===== src/rtl/hazard_scoreboard_unit.sv =====
// In-flight writer tracker driving decode stall and registered EX forward selects.
// Optional stall counter port/logic: define HAZARD_STATS_EN.
module hazard_scoreboard_unit #(
  parameter int ADDR_W     = 5,
  parameter int STAGES     = 3,
  parameter int LOAD_STAGE = 2,
  parameter int SEL_W      = $clog2(STAGES + 2)
) (
  input  logic              clock,
  input  logic              reset_n,
  input  logic              w_id_valid,
  input  logic [ADDR_W-1:0] w_id_rs_addr,
  input  logic [ADDR_W-1:0] w_id_rt_addr,
  input  logic              w_id_uses_rs,
  input  logic              w_id_uses_rt,
  input  logic              w_id_rt_late,
  input  logic              w_id_rs_early,
  input  logic [ADDR_W-1:0] w_id_dst_addr,
  input  logic              w_id_writes,
  input  logic              w_id_is_load,
  input  logic              w_flush,
  input  logic              w_freeze,
  output logic              w_stall,
  output logic [SEL_W-1:0]  w_fwd_rs_sel,
  output logic [SEL_W-1:0]  w_fwd_rt_sel
`ifdef HAZARD_STATS_EN
  ,
  output logic [31:0]       w_stall_count
`endif
);

  typedef struct packed {
    logic              valid;
    logic [ADDR_W-1:0] dst;
    logic              writes;
    logic              is_load;
  } entry_t;

  entry_t           slot_q [1:STAGES];
  entry_t           id_entry;
  logic             rs_hit, rt_hit;
  logic             rs_ld, rt_ld;
  int               rs_idx, rt_idx;
  logic             rs_ex, rt_ex, rt_lt, rs_er;
  logic             stall_any, bubble;
  logic [SEL_W-1:0] rs_sel_d, rt_sel_d;

  function automatic logic hit(entry_t e, logic [ADDR_W-1:0] src);
    return e.valid && e.writes && (e.dst == src) && (src != '0);
  endfunction

  // Slot STAGES retires this edge, so its value comes from the hold register.
  function automatic logic [SEL_W-1:0] fwd(int idx);
    return (idx == STAGES) ? SEL_W'(STAGES + 1) : SEL_W'(idx + 1);
  endfunction

  always_comb begin
    rs_hit = 1'b0;
    rs_ld  = 1'b0;
    rs_idx = 0;
    rt_hit = 1'b0;
    rt_ld  = 1'b0;
    rt_idx = 0;
    // Oldest first, so the youngest match overwrites.
    for (int j = STAGES; j >= 1; j--) begin
      if (hit(slot_q[j], w_id_rs_addr)) begin
        rs_hit = 1'b1;
        rs_ld  = slot_q[j].is_load;
        rs_idx = j;
      end
      if (hit(slot_q[j], w_id_rt_addr)) begin
        rt_hit = 1'b1;
        rt_ld  = slot_q[j].is_load;
        rt_idx = j;
      end
    end
  end

  always_comb begin
    rs_ex = w_id_valid & w_id_uses_rs;
    rt_ex = w_id_valid & w_id_uses_rt & ~w_id_rt_late;
    rt_lt = w_id_valid & w_id_uses_rt & w_id_rt_late;
    rs_er = w_id_valid & w_id_rs_early;
    stall_any = 1'b0;
    if (rs_ex && rs_hit && rs_ld && (rs_idx + 1 <= LOAD_STAGE))
      stall_any = 1'b1;
    if (rt_ex && rt_hit && rt_ld && (rt_idx + 1 <= LOAD_STAGE))
      stall_any = 1'b1;
    if (rt_lt && rt_hit && rt_ld && (rt_idx + 2 <= LOAD_STAGE))
      stall_any = 1'b1;
    if (rs_er && rs_hit)
      stall_any = 1'b1;
    w_stall = stall_any & ~w_flush;
    bubble  = w_stall | w_flush | ~w_id_valid;
    rs_sel_d = (rs_ex && rs_hit) ? fwd(rs_idx) : '0;
    rt_sel_d = (w_id_valid && w_id_uses_rt && rt_hit) ? fwd(rt_idx) : '0;
    id_entry.valid   = 1'b1;
    id_entry.dst     = w_id_dst_addr;
    id_entry.writes  = w_id_writes;
    id_entry.is_load = w_id_is_load;
  end

  always_ff @(posedge clock) begin
    if (!reset_n) begin
      for (int k = 1; k <= STAGES; k++)
        slot_q[k] <= '0;
      w_fwd_rs_sel <= '0;
      w_fwd_rt_sel <= '0;
    end else if (!w_freeze) begin
      for (int k = STAGES; k >= 2; k--)
        slot_q[k] <= slot_q[k-1];
      slot_q[1]    <= bubble ? '0 : id_entry;
      w_fwd_rs_sel <= bubble ? '0 : rs_sel_d;
      w_fwd_rt_sel <= bubble ? '0 : rt_sel_d;
    end
  end

`ifdef HAZARD_STATS_EN
  always_ff @(posedge clock) begin
    if (!reset_n)
      w_stall_count <= '0;
    else if (!w_freeze && w_stall && (w_stall_count != '1))
      w_stall_count <= w_stall_count + 32'd1;
  end
`endif

endmodule

===== config.mk =====
export PLATFORM = sky130hd
export DESIGN_NAME = hazard_scoreboard_unit
export DESIGN_NICKNAME = d
export VERILOG_FILES = /design/src/rtl/hazard_scoreboard_unit.sv
export SDC_FILE = /design/constraint.sdc
export NUM_CORES = 1
export LEC_CHECK = 0
export CAP_MARGIN = 30
export CORE_MARGIN = 4
export CORE_UTILIZATION = 40
export DETAILED_ROUTE_END_ITERATION = 8
export PLACE_DENSITY = 0.65
export SLEW_MARGIN = 25
export SYNTH_ARGS = -nofsm -noshare
export SYNTH_HDL_FRONTEND = slang
export SYNTH_SLANG_ARGS = --single-unit

===== constraint.sdc =====
create_clock -name clock -period 5.75 [get_ports clock]
set_input_delay 1.725 -clock clock [delete_from_list [all_inputs] [get_ports clock]]
set_output_delay 1.725 -clock clock [all_outputs]
set_load 0.02 [all_outputs]

-- Word level (Yosys, flattened, before mapping)
Memory sizes are Yosys's and may differ from the RTL's.
Index checks and enable logic that the tools add are counted.
- add/sub/neg operators: 3
- magnitude comparators: 3
- eq/ne operators: 8
- mux-type cells: 36
- bitwise operators: 14
- reduce and logical (&&, ||, !) cells: 29
- operator list (operator ; count):
    $mux 32 ; 4
    $le 32x3->1 const B ; 3
    $add 32x2->32 const B ; 2
    $eq 32x3->1 const B ; 2
    $add 32x3->32 const B ; 1
    $mux 8 ; 4
    $eq 5x5->1 ; 6
    $logic_and 1x1->1 ; 27
    $mux 1 ; 20
    $mux 3 ; 6
    $reduce_bool 5->1 ; 2
    $and 1x1->1 ; 6
    $or 1x1->1 ; 5
    $mux 2 ; 2
    $not 1->1 ; 3
- flip-flop bits (word level): 6
- memory bits (writable): 24
- bits of input ports: 26
- output and inout bits: 7
- memories kept: 1
- memory list (name ; depth ; width ; rd ports ; clocked after Yosys merged registers in ; wr ports ; RTL line ; text):
    slot_q ; 3 ; 8 ; 3 ; 0 ; 3 ; 39 ; entry_t slot_q [1:STAGES];

-- Depth between registers and ports, before layout
Gate-level depths: netlist of the first run.
An unclocked memory read counts as a cell.
- depth after elaboration: 19
- gate-level depth with buffers: 13
- mapped depth without buffers: 13

-- Worst setup path after synthesis of the first run
OpenSTA, ideal clock, no wires.
- kind: in2out
- start point: input w_id_rt_addr[3]
- end point: output w_stall
- arrival time: 3.626 ns
- data required time: 4.025 ns
- setup slack: 0.399 ns
- stages: 13
- buffers on the path: 0
- path through: xor2_1 nor4_1 nand4_1 nand2b_1 and2_1 inv_1 ha_1 nor2_1 o21ai_0 o21a_1 nor2b_1 a31oi_1 nor2_1
- word-level cells in the longest chain between the ends: 13
- RTL lines (element ; RTL line ; text):
    start, declared ; 13 ; input logic [ADDR_W-1:0] w_id_rt_addr,
    $eq 5x5->1 ; 49 ; return e.valid && e.writes && (e.dst == src) && (src != '0);
    $logic_and 1x1->1 (2 in series) ; 49 ;
    $mux 2 or $mux 1 (tied branches) ; 71 ; if (hit(slot_q[j], w_id_rt_addr)) begin
    $mux 32 or $mux 1 (tied branches) (2 in series) ; 71 ;
    $add 32x2->32 or $logic_and 1x1->1 (tied branches) ; -- ;
    $le 32x3->1 or $logic_and 1x1->1 (tied branches) ; 87 ; if (rt_ex && rt_hit && rt_ld && (rt_idx + 1 <= LOAD_STAGE))
    $logic_and 1x1->1 ; 87 ;
    $mux 1 ; 87 ;
    $mux 1 * ; 89 ; if (rt_lt && rt_hit && rt_ld && (rt_idx + 2 <= LOAD_STAGE))
    $mux 1 * ; 91 ; if (rs_er && rs_hit)
    $and 1x1->1 * ; 93 ; w_stall = stall_any & ~w_flush;
    end, declared ; 23 ; output logic w_stall,
Mark *: on every way between the ends. The rest lies on a longest branch, timed or not.

-- Worst setup path in the final report of the first run
- start point: input w_id_rt_addr[1]
- end point: output w_stall
Same word-level chain as after synthesis.

==> metrics.log, run 1 <==
[metrics] run status: complete, no violations
[metrics] startpoint type of the worst setup path: input port
[metrics] fin crit period: around 5.6 ns
[metrics] power per cell area: 190.3 nW/µm²
[metrics] Slowest-stage cell, CP: sky130_fd_sc_hd__nor4_2
[metrics] number of unique standard cell types used by synthesis: 34
[metrics] number of rows created at floorplan: 24
[metrics] post-route cell area: 2560 µm²
[metrics] GRT Resource Usage Total: 0.1549
[metrics] share of power burned in the clock network: 0.340
[metrics] number of nets with antenna violations after routing: 0
[metrics] final-stage net count: ~260
[metrics] post-synthesis sequential area ratio: 0.4654
[metrics] final-report setup violation count: 0
[metrics] placer congestion estimate: about 0.86
[metrics] CORE AREA: between 4000 and 5000 µm²
[metrics] area of the multi-input gates: roughly 1000 µm²
[metrics] global-route wire length before repair: ~6.4 mm
[metrics] final HPWL from detailed placement: 3.214 mm
[metrics] latest clock arrival within the worst-skew pair: ~0.28 ns
[metrics] Fin. Hold Viols: 0
[metrics] list of cells traversed by the critical path: dlygate4sd2_1 -> xor2_1 -> nor4_2 -> nand3_2 -> and2_4 -> buf_4 -> ha_1 -> nand2_1 -> o21ai_2 -> o21a_1 -> nor2b_1 -> a31oi_1 -> nor2_1 -> buf_4
[metrics] Tightest Hold Check Type: register to register
[metrics] NetSw: roughly 120 µW
[metrics] portion of total power attributed to combinational logic: 0.138
[metrics] DIE WIDTH: about 75 µm
[metrics] total number of vias: ~1.4k
[metrics] Synth-to-Final Area Change: 41.69%
[metrics] Layout Cells excl Fill: approximately 280
[metrics] PnR Total Power: 487.1 µW
[metrics] total detailed-routing wirelength: around 4.3 mm
[metrics] setup clock skew after layout: 0.005025 ns
[metrics] Worst-path clk slew: approximately 0.060 ns
[metrics] largest cells by area after synthesis: sky130_fd_sc_hd__edfxtp_1, sky130_fd_sc_hd__xor2_1, sky130_fd_sc_hd__and2_1
[metrics] cell type with the largest total area after synthesis: sky130_fd_sc_hd__edfxtp_1
[metrics] Warnings, synthesis: 0
[metrics] max-capacitance violation count: 0
[metrics] #FFs+latches synth: 30
[metrics] share of synthesized registers carrying an async set or reset: 0
[metrics] final slew viol count: 0
[metrics] peak ir drop on the vdd network: 0.1492 mV
[metrics] number of placed instances with taps included: approximately 270
[metrics] Inserted Clock Buffers: 5
[metrics] r2r setup slk: roughly 2.6 ns
[metrics] number of nets produced by synthesis: roughly 200
[metrics] area share of the leading cell type in the synthesized netlist: 0.3989
[metrics] number of buffers between clock root and the deepest sink: 2
[metrics] average wire length per cell after detail routing: between 15 and 20 µm
[metrics] number of DRC violations after detailed routing: 0
[metrics] Post-Syn Area per Cell: ~11 µm²
[metrics] most instantiated library cell after synthesis: sky130_fd_sc_hd__and2_1
[metrics] final period utilization: 0.9824
[metrics] number of I/O port buffers: 32
[metrics] number of synthesized flops with an enable pin: 24
[metrics] critical path class: input port to output port
[metrics] 1st-iter DRT viols: roughly 60
[metrics] number of fill cells: 350
[metrics] Arrival @ worst endpoint: roughly 4 ns
[metrics] Mapped Area: 1807 µm²
[metrics] FF+latch area: 840.8 µm²
[metrics] maximum number of pins on one net before global-route repair: 25
[metrics] Via-to-Cell Ratio: a little over 5
[metrics] Clk Tree Root Cell: sky130_fd_sc_hd__clkbuf_8
[metrics] fraction of final layout cells sized beyond drive strength 1: 0.2987
[metrics] Static Leak: 1.150 nW
[metrics] largest fanout of any net on the critical path: 3
[metrics] I/O pin total: 33
[metrics] critical path's largest stage delay: ~0.36 ns
[metrics] number of instances in the synthesized netlist: about 170
[metrics] share of total power consumed by net switching: 0.2527
[metrics] Setup Total Neg Slack: 0 ns
[metrics] vias in the first global route: 1398
[metrics] Critical Path RT: a little over 4 ns
[metrics] most used standard cells in the synthesized netlist: sky130_fd_sc_hd__and2_1, sky130_fd_sc_hd__xor2_1, sky130_fd_sc_hd__edfxtp_1, sky130_fd_sc_hd__nand2_1, sky130_fd_sc_hd__inv_1
[metrics] maximum achievable frequency: 177.0 MHz
[metrics] internal power: 364.0 µW
[metrics] CTS H-Tree Depth: 2
[metrics] Initial Utilization: 0.4149
[metrics] TritonRoute pass-1 iters: 4
[metrics] number of antenna diodes: 0
[metrics] actual transition at the worst max-transition pin: approximately 0.9 ns
[metrics] cell with the most instances on the worst path: sky130_fd_sc_hd__buf_4
[metrics] Bufs and invs on worst path: 3
[metrics] clock sinks: 30
[metrics] cell family with most CP delay: simple AND/OR/NAND/NOR gates
[metrics] TritonCTS clock tree: built
[metrics] total gr overflow: 0
[metrics] type of element capturing the critical path: output port
[metrics] number of antenna violations at the first check in global routing: 0
[metrics] total cell area at the placement stage: ~2400 µm²
[metrics] Die Height: between 70 and 80 µm
[metrics] least setup slack across all paths after layout: approximately 0.10 ns
[metrics] sequential share of power: 0.522
[metrics] top_reg_cell synth: sky130_fd_sc_hd__edfxtp_1
[metrics] Post-Place Setup Slack: -0.6262 ns
[metrics] headroom to the max-slew limit: 0.4023
[metrics] Die Outline Area: between 5000 and 6000 µm²
==> layout by cell type, fill, tap and decap left out, drive strengths merged, types with 2 or more instances in the layout <==
| master | count |
|---|---|
| xor2 | 26 |
| clkinvlp | 2 |
| o21ai | 2 |
| a41o | 3 |
| clkbuf | 12 |
| nand4 | 2 |
| edfxtp | 24 |
| buf | 29 |
| nor2b | 2 |
| nand3 | 5 |
| ha | 6 |
| dfxtp | 6 |
| dlygate4sd2 | 3 |
| nand2 | 14 |
| nor4 | 7 |
| a32o | 4 |
| and2 | 28 |
| inv | 10 |
| clkdlybuf4s50 | 21 |
| xnor2 | 4 |
| and3 | 3 |
| nor2 | 6 |
==> power by group through the flow <==
stage / Sequential [mW] / Clock (mW) / Combinational (mW)
3_5_place_dp: 0.258 / 0 / 0.0645
4_1_cts: 0.254 / 0.171 / 0.0657
6_report: 0.254 / 0.166 / 0.0673
3_3_place_gp: 0.258 / 0 / 0.0622
2_1_floorplan: 0.255 / 0 / 0.0301
5_1_grt: 0.255 / 0.181 / 0.0730
==> path summary, 6_finish.rpt <==
| path | start | to | cells past startpoint |
|---|---|---|---|
| max | w_id_rt_addr[1] | w_stall | 14 |
| min | w_fwd_rt_sel[1] | w_fwd_rt_sel[1] | 1 |
| max reg2reg | slot_q[0][20] | slot_q[0][12] | 13 |
| min reg2reg | w_fwd_rt_sel[1] | w_fwd_rt_sel[1] | 1 |
==> sequential cells by signal, summed over array words and instances (netlist names) <==
register and flops:
w_fwd_rt_sel 3, w_fwd_rs_sel 3, slot_q 24
==> stage by stage <==
step                      hold slack [ns]    util
after floorplan                    0.5244       -
after global placement             0.4554  0.5414
after detailed placement           0.4594  0.5414
after CTS                          0.4755  0.5704
after global routing               0.4889  0.5879
final                              0.4688  0.5879
==> cells by family after synthesis <==
kind of cell / Yosys count / synth area share
AO/OA/AOI/OAI: 16 / 0.08727
XOR/XNOR: 30 / 0.1454
adder cells (fa/ha/maj): 6 / 0.04155
buffers and inverters: 12 / 0.02909
flip-flops: 30 / 0.4654
multiplexers: 1 / 0.005540
AND/OR/NAND/NOR: 70 / 0.2258
==> layout make-up <==
cell class	count	share of cell area
Tap cell	52	0.02542
Inverter	10	0.01466
Clock inverter	2	0.005865
Timing Repair Buffer	60	0.1940
Multi-Input combinational cell	123	0.4032
Clock buffer	6	0.02835
Sequential cell	30	0.3284
==> routing by layer <==
layer / wire, µm / GRT usage
met5: 0 / 0
met1: 1818 / 0.1845
met4: 58 / 0.06408
met2: 2292 / 0.2766
met3: 90 / 0.02403
==> what timing repair did <==
action | in CTS | in global routing
hold endpoints to repair | 0 | 0
pin swaps | 10 | 13
endpoints found under the setup margin | 1 | 1
buffers inserted | 1 | 3
gates resized for setup | 23 | 29
hold buffers | 0 | 0
Power figures use the tool's default switching activity.
==> inputs of run 2 (changes only) <==
==> constraint.sdc (replaced) <==
create_clock -name clock -period 5.75 [get_ports clock]
set_input_delay 0.8625 -clock clock [delete_from_list [all_inputs] [get_ports clock]]
set_output_delay 0.8625 -clock clock [all_outputs]
set_load 0.02 [all_outputs]
==> metrics.log, run 2 (same netlist as run 1, synthesis figures left out) <==
[metrics] fraction of final layout cells sized beyond drive strength 1: 0.07843
[metrics] TritonCTS clock tree: built
[metrics] post-CTS sizing: 0
[metrics] Bufs and invs on worst path: 2
[metrics] latest clock arrival within the worst-skew pair: 0.28 ns
[metrics] vias in the first global route: 1321
[metrics] worst hold start: w_fwd_rt_sel[2]
[metrics] fin crit period: around 4.8 ns
[metrics] Setup Total Neg Slack: 0 ns
[metrics] Static Leak: ~1 nW
[metrics] area of the multi-input gates: 913.4 µm²
[metrics] DIE WIDTH: between 70 and 80 µm
[metrics] Synth-to-Final Area Change: 25.62%
[metrics] startpoint type of the worst setup path: input port
[metrics] Die Height: approximately 75 µm
[metrics] critical path class: input port to output port
[metrics] list of cells traversed by the critical path: clkdlybuf4s50_1 -> xor2_1 -> nor4_1 -> nand4_1 -> nand2b_1 -> and2_1 -> ha_1 -> nor2_1 -> o21ai_0 -> o21a_1 -> nor2b_1 -> a31oi_1 -> nor2_1 -> clkdlybuf4s50_1
[metrics] TritonRoute pass-1 iters: 4
[metrics] number of buffers between clock root and the deepest sink: 2
[metrics] cell family with most CP delay: simple AND/OR/NAND/NOR gates
[metrics] Largest register FFs: 24
[metrics] final period utilization: 0.8429
[metrics] Worst Hold End: w_fwd_rt_sel[2]
[metrics] Initial Utilization: 0.4149
[metrics] commonest cells after routing, fill and taps aside: sky130_fd_sc_hd__clkdlybuf4s50_1, sky130_fd_sc_hd__and2_1, sky130_fd_sc_hd__xor2_1, sky130_fd_sc_hd__edfxtp_1, sky130_fd_sc_hd__nand2_1
[metrics] share of total power consumed by net switching: 0.2492
[metrics] Tightest Hold Check Type: register to register
[metrics] placer congestion estimate: roughly 0.84
[metrics] count of cells along the worst hold path: 1
[metrics] critical path's largest stage delay: around 0.60 ns
[metrics] number of rows created at floorplan: 24
[metrics] actual transition at the worst max-transition pin: around 0.9 ns
[metrics] number of placed instances with taps included: roughly 250
[metrics] Slowest-stage cell, CP: sky130_fd_sc_hd__clkdlybuf4s50_1
[metrics] Post-Place Setup Slack: roughly 0.96 ns
[metrics] total gr overflow: 0
[metrics] RSZ-0062 raised after global routing: no
[metrics] Fin. Hold Viols: 0
[metrics] PnR Total Power: 477.1 µW
[metrics] Critical Path RT: 4.89 ns
[metrics] clock sinks: 30
[metrics] Critical R2R Launch: slot_q[0][20]
[metrics] most frequent standard cell in the layout excluding fill and tap cells: sky130_fd_sc_hd__clkdlybuf4s50_1
[metrics] top flop regs: slot_q x24, w_fwd_rs_sel x3, w_fwd_rt_sel x3
[metrics] portion of total power attributed to combinational logic: 0.122
[metrics] Worst-path clk slew: roughly 0.060 ns
[metrics] least setup slack across all paths after layout: between 0.9 and 1 ns
[metrics] number of antenna violations at the first check in global routing: 0
[metrics] peak ir drop on the vdd network: roughly 0.12 mV
[metrics] Via-to-Cell Ratio: 5.125
[metrics] max-capacitance violation count: 0
[metrics] number of I/O port buffers: 32
[metrics] largest reg by FF count: slot_q
[metrics] average wire length per cell after detail routing: 14.60 µm
[metrics] share of power burned in the clock network: 0.347
[metrics] final-stage net count: ~240
[metrics] Clk Tree Root Cell: sky130_fd_sc_hd__clkbuf_8
[metrics] run status: complete, no violations
[metrics] number of fill cells: 370
[metrics] GRT Resource Usage Total: 0.1465
[metrics] final slew viol count: 0
[metrics] total number of vias: roughly 1.3k
[metrics] power per cell area: 210.2 nW/µm²
[metrics] maximum achievable frequency: slightly above 200 MHz
[metrics] number of DRC violations after detailed routing: 0
[metrics] final-report setup violation count: 0
[metrics] number of antenna diodes: 0
[metrics] NetSw: approximately 120 µW
[metrics] Arrival @ worst endpoint: about 4.0 ns
[metrics] number of nets with antenna violations after routing: 0
[metrics] CORE AREA: between 4000 and 5000 µm²
[metrics] CTS H-Tree Depth: 2
[metrics] Inserted Clock Buffers: 5
[metrics] sequential share of power: 0.531
[metrics] setup bufs post-CTS: 0
[metrics] final HPWL from detailed placement: approximately 2.9 mm
[metrics] Worst Reg2Reg Path Length in Cells: 12
[metrics] FF+latch area: 840.8 µm²
[metrics] 1st-iter DRT viols: 87
[metrics] Worst R2R End: slot_q[0][14]
[metrics] global-route wire length before repair: between 5 and 6 mm
[metrics] I/O pin total: 33
[metrics] Die Outline Area: approximately 5700 µm²
[metrics] type of element capturing the critical path: output port
[metrics] setup clock skew after layout: 0.003778 ns
[metrics] Layout Cells excl Fill: 256
[metrics] headroom to the max-slew limit: 0.4069
[metrics] total detailed-routing wirelength: 3.737 mm
[metrics] largest fanout of any net on the critical path: 4
[metrics] maximum number of pins on one net before global-route repair: 25
[metrics] Hold Slack: about 0.46 ns
[metrics] hold-fix buffer count after cts: 0
[metrics] r2r setup slk: ~2.8 ns
[metrics] internal power: around 360 µW
-- run 2: through the flow --
stage | cell area, µm² | util
final | 2270 | 0.5213
after global routing | 2270 | 0.5213
after CTS | 2262 | 0.5195
after detailed placement | 2177 | 0.5000
after global placement | 2177 | 0.5000
after floorplan | 1807 | -
-- run 2: worst max path at each step --
stage,start,endpoint,slack [ns],cells past startpoint
finish,w_id_rt_addr[2],w_stall,0.90,14
floorplan,w_id_rt_addr[3],w_stall,2.12,13
CTS,w_id_rt_addr[2],w_stall,0.90,14
global route,w_id_rt_addr[3],w_stall,0.66,15
global placement,w_id_rt_addr[1],w_stall,1.03,14
detailed placement,w_id_rt_addr[3],w_stall,0.96,15
-- run 2: layout make-up --
class                   instances  share of cell area
clock buffers                   5             0.03032
clock inverters                 3            0.007166
inverters                      10             0.01654
multi-input cells             123              0.4024
flip-flops and latches         30              0.3705
well taps                      52             0.02867
repair buffers                 33              0.1444
-- run 2: routing by layer --
layer / part of all wire / track usage / vias up
met2: 0.52 / 0.2389 / 20
met1: 0.43 / 0.1701 / 627
li1: - / - / 656
met3: 0.027 / 0.04673 / 9
met5: 0 / 0 / -
met4: 0.027 / 0.08155 / 0
-- run 2: worst reg2reg max path: stages, from the launching register on --
cell and delay (ns):
sky130_fd_sc_hd__edfxtp_1 0.43, sky130_fd_sc_hd__xor2_1 0.19, sky130_fd_sc_hd__nor4_1 0.38, sky130_fd_sc_hd__nand4_1 0.22, sky130_fd_sc_hd__nand2b_1 0.14, sky130_fd_sc_hd__and2_1 0.20, sky130_fd_sc_hd__inv_1 0.08, sky130_fd_sc_hd__ha_1 0.19
sky130_fd_sc_hd__nor2_1 0.09, sky130_fd_sc_hd__o21ai_0 0.08, sky130_fd_sc_hd__o21a_1 0.14, sky130_fd_sc_hd__a311oi_4 0.52, sky130_fd_sc_hd__and2_1 0.21
-- run 2: power by group through the flow --
stage                     combinational (mW)  sequential (mW)  clock, mW
after CTS                             0.0584            0.253      0.170
after detailed placement              0.0581            0.258          0
after global routing                  0.0641            0.254      0.178
final                                 0.0584            0.253      0.165
after global placement                0.0566            0.258          0
after floorplan                       0.0301            0.255          0
==> inputs of run 3 (changes only) <==
==> constraint.sdc (replaced) <==
create_clock -name clock -period 4.6 [get_ports clock]
set_input_delay 0.69 -clock clock [delete_from_list [all_inputs] [get_ports clock]]
set_output_delay 0.69 -clock clock [all_outputs]
set_load 0.02 [all_outputs]
==> metrics.log, run 3 (same netlist as run 1, synthesis figures left out) <==
[metrics] clock sinks: 30
[metrics] post-CTS sizing: 0
[metrics] Hold Slack: ~0.47 ns
[metrics] Critical Path RT: 3.91 ns
[metrics] largest fanout of any net on the critical path: 4
[metrics] Worst-path clk slew: around 0.06 ns
[metrics] TritonRoute pass-1 iters: 4
[metrics] Worst R2R End: slot_q[0][8]
[metrics] PnR Total Power: 586.5 µW
[metrics] most frequent standard cell in the layout excluding fill and tap cells: sky130_fd_sc_hd__clkdlybuf4s50_1
[metrics] setup clock skew after layout: 0.004143 ns
[metrics] Initial Utilization: 0.4149
[metrics] CTS H-Tree Depth: 2
[metrics] number of nets with antenna violations after routing: 0
[metrics] total number of vias: ~1.3k
[metrics] r2r setup slk: 1.73 ns
[metrics] Static Leak: between 1 and 1.5 nW
[metrics] number of buffers between clock root and the deepest sink: 2
[metrics] Worst Hold End: w_fwd_rt_sel[2]
[metrics] number of rows created at floorplan: 24
[metrics] hold-fix buffer count after cts: 0
[metrics] critical path class: input port to output port
[metrics] area of the multi-input gates: slightly above 900 µm²
[metrics] Via-to-Cell Ratio: around 5.1
[metrics] Synth-to-Final Area Change: 25.55%
[metrics] share of power burned in the clock network: 0.335
[metrics] Layout Cells excl Fill: approximately 260
[metrics] final-stage net count: approximately 240
[metrics] Largest register FFs: 24
[metrics] Inserted Clock Buffers: 5
[metrics] Die Outline Area: approximately 5700 µm²
[metrics] number of I/O port buffers: 32
[metrics] total detailed-routing wirelength: 3.677 mm
[metrics] latest clock arrival within the worst-skew pair: ~0.27 ns
[metrics] number of antenna diodes: 0
[metrics] top flop regs: slot_q x24, w_fwd_rs_sel x3, w_fwd_rt_sel x3
[metrics] least setup slack across all paths after layout: 0.4837 ns
[metrics] Clk Tree Root Cell: sky130_fd_sc_hd__clkbuf_8
[metrics] setup bufs post-CTS: 0
[metrics] final slew viol count: 0
[metrics] Setup Total Neg Slack: 0 ns
[metrics] RSZ-0062 raised after global routing: no
[metrics] run status: complete, no violations
[metrics] final-report setup violation count: 0
[metrics] Post-Place Setup Slack: 0.1068 ns
[metrics] number of DRC violations after detailed routing: 0
[metrics] Tightest Hold Check Type: register to register
[metrics] fraction of final layout cells sized beyond drive strength 1: 0.07353
[metrics] final period utilization: 0.8948
[metrics] maximum achievable frequency: between 200 and 250 MHz
[metrics] Fin. Hold Viols: 0
[metrics] number of placed instances with taps included: between 200 and 250
[metrics] worst hold start: w_fwd_rt_sel[2]
[metrics] actual transition at the worst max-transition pin: around 0.9 ns
[metrics] largest reg by FF count: slot_q
[metrics] number of fill cells: ~380
[metrics] Worst Reg2Reg Path Length in Cells: 11
[metrics] max-capacitance violation count: 0
[metrics] global-route wire length before repair: 5.954 mm
[metrics] Critical R2R Launch: slot_q[0][13]
[metrics] TritonCTS clock tree: built
[metrics] GRT Resource Usage Total: 0.1441
[metrics] total gr overflow: 0
[metrics] startpoint type of the worst setup path: input port
[metrics] 1st-iter DRT viols: between 70 and 80
[metrics] CORE AREA: 4354 µm²
[metrics] internal power: ~450 µW
[metrics] portion of total power attributed to combinational logic: 0.124
[metrics] highest signal layer in the routed design: met4
[metrics] met2 WL post-DR: 1.894 mm
[metrics] met3 routed wirelength: 99 µm
[metrics] NetSw: about 140 µW
[metrics] commonest cells after routing, fill and taps aside: sky130_fd_sc_hd__clkdlybuf4s50_1, sky130_fd_sc_hd__and2_1, sky130_fd_sc_hd__xor2_1, sky130_fd_sc_hd__edfxtp_1, sky130_fd_sc_hd__nand2_1
[metrics] placer congestion estimate: 0.8404
[metrics] Die Height: 75.21 µm
[metrics] FF+latch area: between 800 and 900 µm²
[metrics] average wire length per cell after detail routing: about 14 µm
[metrics] count of cells along the worst hold path: 1
[metrics] DIE WIDTH: between 70 and 80 µm
[metrics] wl on met1: approximately 1.6 mm
[metrics] peak ir drop on the vdd network: between 0.15 and 0.2 mV
[metrics] I/O pin total: 33
[metrics] type of element capturing the critical path: output port
[metrics] Arrival @ worst endpoint: around 3.4 ns
[metrics] headroom to the max-slew limit: 0.3990
[metrics] vias in the first global route: roughly 1.4k
[metrics] sequential share of power: 0.541
[metrics] fin crit period: 4.116 ns
[metrics] maximum number of pins on one net before global-route repair: 25
[metrics] power per cell area: around 260 nW/µm²
[metrics] number of antenna violations at the first check in global routing: 0
[metrics] share of total power consumed by net switching: 0.2357
[metrics] final HPWL from detailed placement: slightly below 3 mm
-- run 3: metal layers --
layer | track usage | vias to the layer above
met2 | 0.2360 | 21
met3 | 0.04406 | 4
met5 | 0 | -
li1 | - | 656
met4 | 0.07379 | 0
met1 | 0.1705 | 637
-- run 3: worst max-delay path by stage --
stage                    start  endpoint  cells past startpoint  slack [ns]
6_report       w_id_rt_addr[3]   w_stall                     15        0.48
5_1_grt        w_id_rt_addr[3]   w_stall                     15        0.23
4_1_cts        w_id_rt_addr[3]   w_stall                     15         0.1
3_5_place_dp   w_id_rt_addr[3]   w_stall                     15        0.11
3_3_place_gp   w_id_rt_addr[1]   w_stall                     14        0.22
2_1_floorplan  w_id_rt_addr[3]   w_stall                     13        1.32
-- run 3: final cells by class --
type / count / share of cell area
Multi-Input combinational cell: 123 / 0.4026
Clock inverter: 2 / 0.003861
Inverter: 10 / 0.01655
Tap cell: 52 / 0.02868
Clock buffer: 6 / 0.03199
Timing Repair Buffer: 33 / 0.1456
Sequential cell: 30 / 0.3707
-- run 3: power groups by stage --
stage               Clock [mW]  Sequential, mW  Combinational, mW
floorplan                    0           0.319             0.0376
global placement             0           0.322             0.0715
detailed placement           0           0.323             0.0733
CTS                      0.205           0.317             0.0735
global route             0.222           0.318             0.0797
finish                   0.197           0.317             0.0729
-- run 3: critical path: stages --
cell                              delay [ns]
sky130_fd_sc_hd__clkdlybuf4s50_1        0.51
sky130_fd_sc_hd__xor2_1                 0.18
sky130_fd_sc_hd__nor4_1                 0.32
sky130_fd_sc_hd__nand4_1                0.15
sky130_fd_sc_hd__nand2b_1               0.18
sky130_fd_sc_hd__and2_1                 0.20
sky130_fd_sc_hd__inv_1                  0.09
sky130_fd_sc_hd__ha_1                   0.14
sky130_fd_sc_hd__nor2_1                 0.04
sky130_fd_sc_hd__o21ai_0                0.14
sky130_fd_sc_hd__o21a_1                 0.20
sky130_fd_sc_hd__nor2b_1                0.15
sky130_fd_sc_hd__a31oi_1                0.09
sky130_fd_sc_hd__nor2_1                 0.11
sky130_fd_sc_hd__dlymetal6s2s_1         0.24
-- run 3: through the flow --
step	util	instance area, µm²
after floorplan	-	1807
after global placement	0.5017	2185
after detailed placement	0.5017	2185
after CTS	0.5204	2266
after global routing	0.5210	2268
final	0.5210	2268
